File: src/rtl/delay_sched.sv
// delay_sched: shared-delay scheduler. A single CBITS-bit down-counter is time-shared among
// NREQ requesters. A rotating-priority arbiter grants one requester at a time. The scheduler
// counts that requester's delay, then pulses done back to it.
//
// Ports:
//   clk        in   clock, all state updates on posedge
//   rst        in   synchronous active-high reset
//   req        in   [NREQ]        per-requester level request, held until done/abort
//   dly        in   [NREQ*CBITS]  per-requester delay, slice i = dly[i*CBITS +: CBITS]
//   gnt        out  [NREQ]        one-hot owner of the counter
//   done       out  [NREQ]        one-hot one-cycle pulse when the owner's delay expires
//   abort      out  one-cycle pulse when the owner dropped req before done
//   busy       out  high while counting or signalling done
//   clamp_err  out  sticky flag: a granted delay exceeded MAXDLY (cleared by rst only)
//
// MAXDLY must be representable in CBITS bits.
module delay_sched #(
  parameter int unsigned NREQ   = 4,
  parameter int unsigned CBITS  = 17,
  parameter int unsigned MAXDLY = 100000
) (
  input  logic                  clk,
  input  logic                  rst,
  input  logic [NREQ-1:0]       req,
  input  logic [NREQ*CBITS-1:0] dly,
  output logic [NREQ-1:0]       gnt,
  output logic [NREQ-1:0]       done,
  output logic                  abort,
  output logic                  busy,
  output logic                  clamp_err
);

  localparam int unsigned PBITS = (NREQ > 1) ? $clog2(NREQ) : 1;
  localparam logic [CBITS-1:0] MaxDly = CBITS'(MAXDLY);

  typedef enum logic [1:0] {StIdle, StCount, StDone} state_e;

  state_e             r_state, w_state_d;
  logic [CBITS-1:0]   r_cnt, w_cnt_d;
  logic [PBITS-1:0]   r_ptr, w_ptr_d;
  logic [PBITS-1:0]   r_win, w_win_d;
  logic [NREQ-1:0]    r_gnt, w_gnt_d;
  logic               r_abort, w_abort_d;
  logic               r_clamp_err, w_clamp_err_d;

  logic               w_found;
  logic [PBITS-1:0]   w_win_idx;
  int unsigned        w_idx;
  logic [CBITS-1:0]   w_sel_dly;
  logic [PBITS-1:0]   w_ptr_inc;

  // Rotating-priority search: first set req bit starting at r_ptr and wrapping.
  always_comb begin
    w_found   = 1'b0;
    w_win_idx = '0;
    w_idx     = 0;
    for (int unsigned k = 0; k < NREQ; k++) begin
      w_idx = 32'(r_ptr) + k;
      if (w_idx >= NREQ) begin
        w_idx = w_idx - NREQ;
      end
      if (!w_found && req[w_idx[PBITS-1:0]]) begin
        w_found   = 1'b1;
        w_win_idx = w_idx[PBITS-1:0];
      end
    end
  end

  assign w_sel_dly = dly[32'(w_win_idx) * CBITS +: CBITS];

  // Next pointer starts the scan just after the requester that was served.
  assign w_ptr_inc = (32'(r_win) == NREQ - 1) ? '0 : r_win + PBITS'(1);

  // State and datapath registers
  always_ff @(posedge clk) begin
    if (rst) begin
      r_state     <= StIdle;
      r_cnt       <= '0;
      r_ptr       <= '0;
      r_win       <= '0;
      r_gnt       <= '0;
      r_abort     <= 1'b0;
      r_clamp_err <= 1'b0;
    end else begin
      r_state     <= w_state_d;
      r_cnt       <= w_cnt_d;
      r_ptr       <= w_ptr_d;
      r_win       <= w_win_d;
      r_gnt       <= w_gnt_d;
      r_abort     <= w_abort_d;
      r_clamp_err <= w_clamp_err_d;
    end
  end

  // Next-state logic
  always_comb begin
    w_state_d     = r_state;
    w_cnt_d       = r_cnt;
    w_ptr_d       = r_ptr;
    w_win_d       = r_win;
    w_gnt_d       = r_gnt;
    w_abort_d     = 1'b0;
    w_clamp_err_d = r_clamp_err;
    case (r_state)
      StIdle: begin
        if (w_found) begin
          w_win_d = w_win_idx;
          w_gnt_d = NREQ'(1) << w_win_idx;
          if (w_sel_dly > MaxDly) begin
            w_cnt_d       = MaxDly;
            w_clamp_err_d = 1'b1;
          end else begin
            w_cnt_d = w_sel_dly;
          end
          w_state_d = StCount;
        end
      end
      StCount: begin
        // A dropped request wins over an expiring count in the same cycle.
        if (!req[r_win]) begin
          w_abort_d = 1'b1;
          w_gnt_d   = '0;
          w_ptr_d   = w_ptr_inc;
          w_state_d = StIdle;
        end else if (r_cnt == '0) begin
          w_state_d = StDone;
        end else begin
          w_cnt_d = r_cnt - CBITS'(1);
        end
      end
      StDone: begin
        w_gnt_d   = '0;
        w_ptr_d   = w_ptr_inc;
        w_state_d = StIdle;
      end
      default: begin
        w_gnt_d   = '0;
        w_state_d = StIdle;
      end
    endcase
  end

  // Outputs: all derived directly from registers.
  always_comb begin
    gnt       = r_gnt;
    done      = (r_state == StDone) ? r_gnt : '0;
    abort     = r_abort;
    busy      = (r_state != StIdle);
    clamp_err = r_clamp_err;
  end

endmodule

File: config.mk
export PLATFORM = sky130hd
export DESIGN_NAME = delay_sched
export DESIGN_NICKNAME = d
export VERILOG_FILES = /design/src/rtl/delay_sched.sv
export SDC_FILE = /design/constraint.sdc
export NUM_CORES = 1
export LEC_CHECK = 0
export ABC_CLOCK_PERIOD_IN_PS = 5000
export CAP_MARGIN = 20
export CORE_MARGIN = 2
export CORE_UTILIZATION = 25
export CTS_BUF_LIST = sky130_fd_sc_hd__clkbuf_4 sky130_fd_sc_hd__clkbuf_8
export DETAILED_ROUTE_END_ITERATION = 16
export RECOVER_POWER = 100
export SLEW_MARGIN = 25
export SYNTH_ARGS = -nofsm -noshare
export SYNTH_HDL_FRONTEND = slang
export SYNTH_SLANG_ARGS = --single-unit
File: constraint.sdc
create_clock -name clk -period 5 [get_ports clk]
set_input_delay 1 -clock clk [delete_from_list [all_inputs] [get_ports clk]]
set_output_delay 1 -clock clk [all_outputs]
set_load 0.01 [all_outputs]
==> key figures <==
Logic synthesis
  • Synth area leader: dfxtp_1
  • Post-synth EDFFs: 0
  • Cells after Synth: 299
  • Netlist cell types: 55
  • Sequential fraction of the synthesis area: 25.0%
  • Top cells by area, synth: dfxtp_1, mux2i_1, nand2_1, nor2_1, a21oi_1
  • Ys flop type: dfxtp_1
  • Async SR Flop Fraction: 0%
  • Mapped cell area: 2320 sq um
  • Syn Area/Cell: 7.75 sq um
  • Post-Syn Nets: 375
  • #FFs+latches synth: 29
  • Post-synth top area share: 25.0%
  • Warning count from the yosys run: 0

Global route
  • Largest net degree at the start of global routing: 27
  • Vias in the first global route: 2464
  • Initial antenna violation count: 0
  • First-pass GRT wire length: 12500 um
  • Met3 GRT Util: 3.48%
  • GR met1 Demand/Resource: 20.9%
  • Total GRT Usage: 15.5%
  • Grt met2 use: 25.2%
  • Grt ovf: 0
  • Grt peak-use layer: met2

Clocking
  • Depth of the CTS H-tree: 2
  • Clk slew on worst S/H paths: 70 ps
  • CTS root buf: clkbuf_8
  • Post-CTS sizing: 0
  • Postcts setup bufs: 0
  • Hold Buf Count CTS: 0
  • Clk_lat worst skew: 280 ps
  • CTS tree: yes
  • Clock Sinks: 29
  • TritonCTS Buffers: 5
  • CTS max path bufs: 2

Power and ir drop
  • Clock Power Share: 23.4%
  • PwrDens: 276 nW/um^2
  • VDD IR max: 0.127 mV
  • P_sw: 336 uW
  • Sw Share: 36.4%
  • Comb power frac: 44.2%
  • Pint: 586 uW
  • Total Power: 922 uW
  • LEAKAGE: 1.35 nW
  • Flop pwr share: 32.4%

Routing
  • DR vias: 2455
  • Detailed Routing Iterations Pass 1: 4
  • DR iter-0 viols: 151
  • Vias per inst: 5.00
  • WL final: 7520 um
  • DRT antenna net count: 0
  • Routed len/inst: 15.3 um
  • DRC Markers: 0

Final layout
  • Net count reported at finish: 455
  • Synth-to-layout area growth: 44.0%
  • Leading cell type in the layout, fill and taps excluded: clkdlybuf4s50_1
  • Fill cell count: 958
  • Post-route cell area: 3340 sq um
  • Commonest non-fill, non-tap cells in the layout: clkdlybuf4s50_1, nand2_1, nor2_1, mux2i_1, dfxtp_1
  • Share of cells above drive strength 1: 7.89%
  • Antenna Cells: 0

Timing
  • Worst-margin pin slew: 1040 ps
  • Hold Fails Final Rpt: 0
  • Fmax: 226 MHz
  • Slew HR: 30.3%
  • Max-slew violations: 0
  • Setup TNS: 0 ps
  • RSZ-0062 raised after global routing: no
  • Final setup vio count: 0
  • Post-route minimum period: 4430 ps
  • Ratio of final minimum period to clock period: 88.6%
  • Clock skew: 2.59 ps

Critical path
  • CP Max Fanout: 14
  • Worst EP required: 5170 ps
  • CP endpoint kind: flop
  • Arrival @ worst endpoint: 4600 ps
  • Startpoint Class: input port
  • Crit Path Class: in2reg

Floorplanning
  • Die area: 10100 sq um
  • Core area: 9110 sq um
  • Die H: 100 um
  • Die width: 100 um
  • Initial Util: 25.5%
  • IO Count: 85
  • Site Rows: 35

Placed design
  • DP Wirelength: 5820 um
  • Final GP Congestion: 0.830
  • DP Area: 3250 sq um
  • Port Buffers: 84

Min path
  • Hold Crit Class: reg2reg

Run
  • Max Cap Viol: 0

Status
  • Status: complete, no violations
path summary, 6_finish.rpt:
path,slack [ps],startpoint,depth (start not counted),endpoint
min,500,clamp_err,2,clamp_err
max reg2reg,1530,r_ptr[0],9,r_cnt[6]
max,570,req[1],10,r_cnt[6]
min reg2reg,500,clamp_err,2,clamp_err
routing by layer:
metal,wire (um),vias to the layer above
li1,-,1238
met1,3490,1143
met2,3510,66
met3,425,8
met4,89,0
met5,0,-
metrics by stage:
step	instances	worst slack, ps	util [%]	hold slack [ps]
after floorplan	299	1560	-	463
after global placement	483	708	35.7	484
after global routing	491	371	36.7	503
final	491	570	36.7	497
after detailed placement	483	570	35.7	477
after CTS	491	836	36.8	495
kinds of logic (layout without fill, tap and decap cells):
logic type / Yosys count / count (layout) / synth area share [%]
AO/OA/AOI/OAI: 69 / 69 / 21.6
XOR/XNOR: 10 / 10 / 3.78
adder cells (fa/ha/maj): 2 / 2 / 1.08
buffers and inverters: 25 / 106 / 5.40
flip-flops: 29 / 29 / 25.0
multiplexers: 33 / 33 / 15.1
AND/OR/NAND/NOR: 131 / 131 / 28.1
worst max-delay path: stages:
cell and delay (ps):
dlygate4sd3_1 600, nand2b_1 180, o221ai_2 220, and2_0 860
mux2i_1 440, nand2_1 80, or4_1 560, a21oi_4 290
nor3b_1 100, o221a_2 250
sequential cells by signal, indices dropped and copies added (netlist names):
name       cells
r_cnt         17
gnt            4
r_ptr          2
r_state        2
r_win          2
abort          1
clamp_err      1
synth_stat cells, drive strengths merged, types with 3 or more instances:
library cell	number
a211oi	8
buf	8
a32oi	4
dfxtp	29
a31oi	3
nand2	41
a21oi	21
nor4	3
xnor2	5
mux2i	30
o221a	3
nor2	37
o21ai	12
nand3	4
xor2	5
and3	4
clkbuf	9
nor2b	3
nor3b	3
or3	7
a221oi	3
nand2b	6
and2	7
inv	8
nor3	9
or4	3
power by group through the flow:
stage,combinational [mW],sequential (mW),clock [mW]
final,0.407,0.299,0.216
after floorplan,0.280,0.296,0
after global placement,0.405,0.302,0
after global routing,0.451,0.304,0.234
after CTS,0.412,0.299,0.223
after detailed placement,0.408,0.303,0
final cells by class:
cell class	count	area, sq um	share of cell area, %
flip-flops and latches	29	581	17.4
multi-input cells	245	1600	47.9
clock buffers	7	96.3	2.88
repair buffers	90	886	26.5
clock inverters	1	5.00	0.150
inverters	8	32.5	0.974
well taps	111	139	4.16
Note: power is estimated with default switching activity, not from simulation.
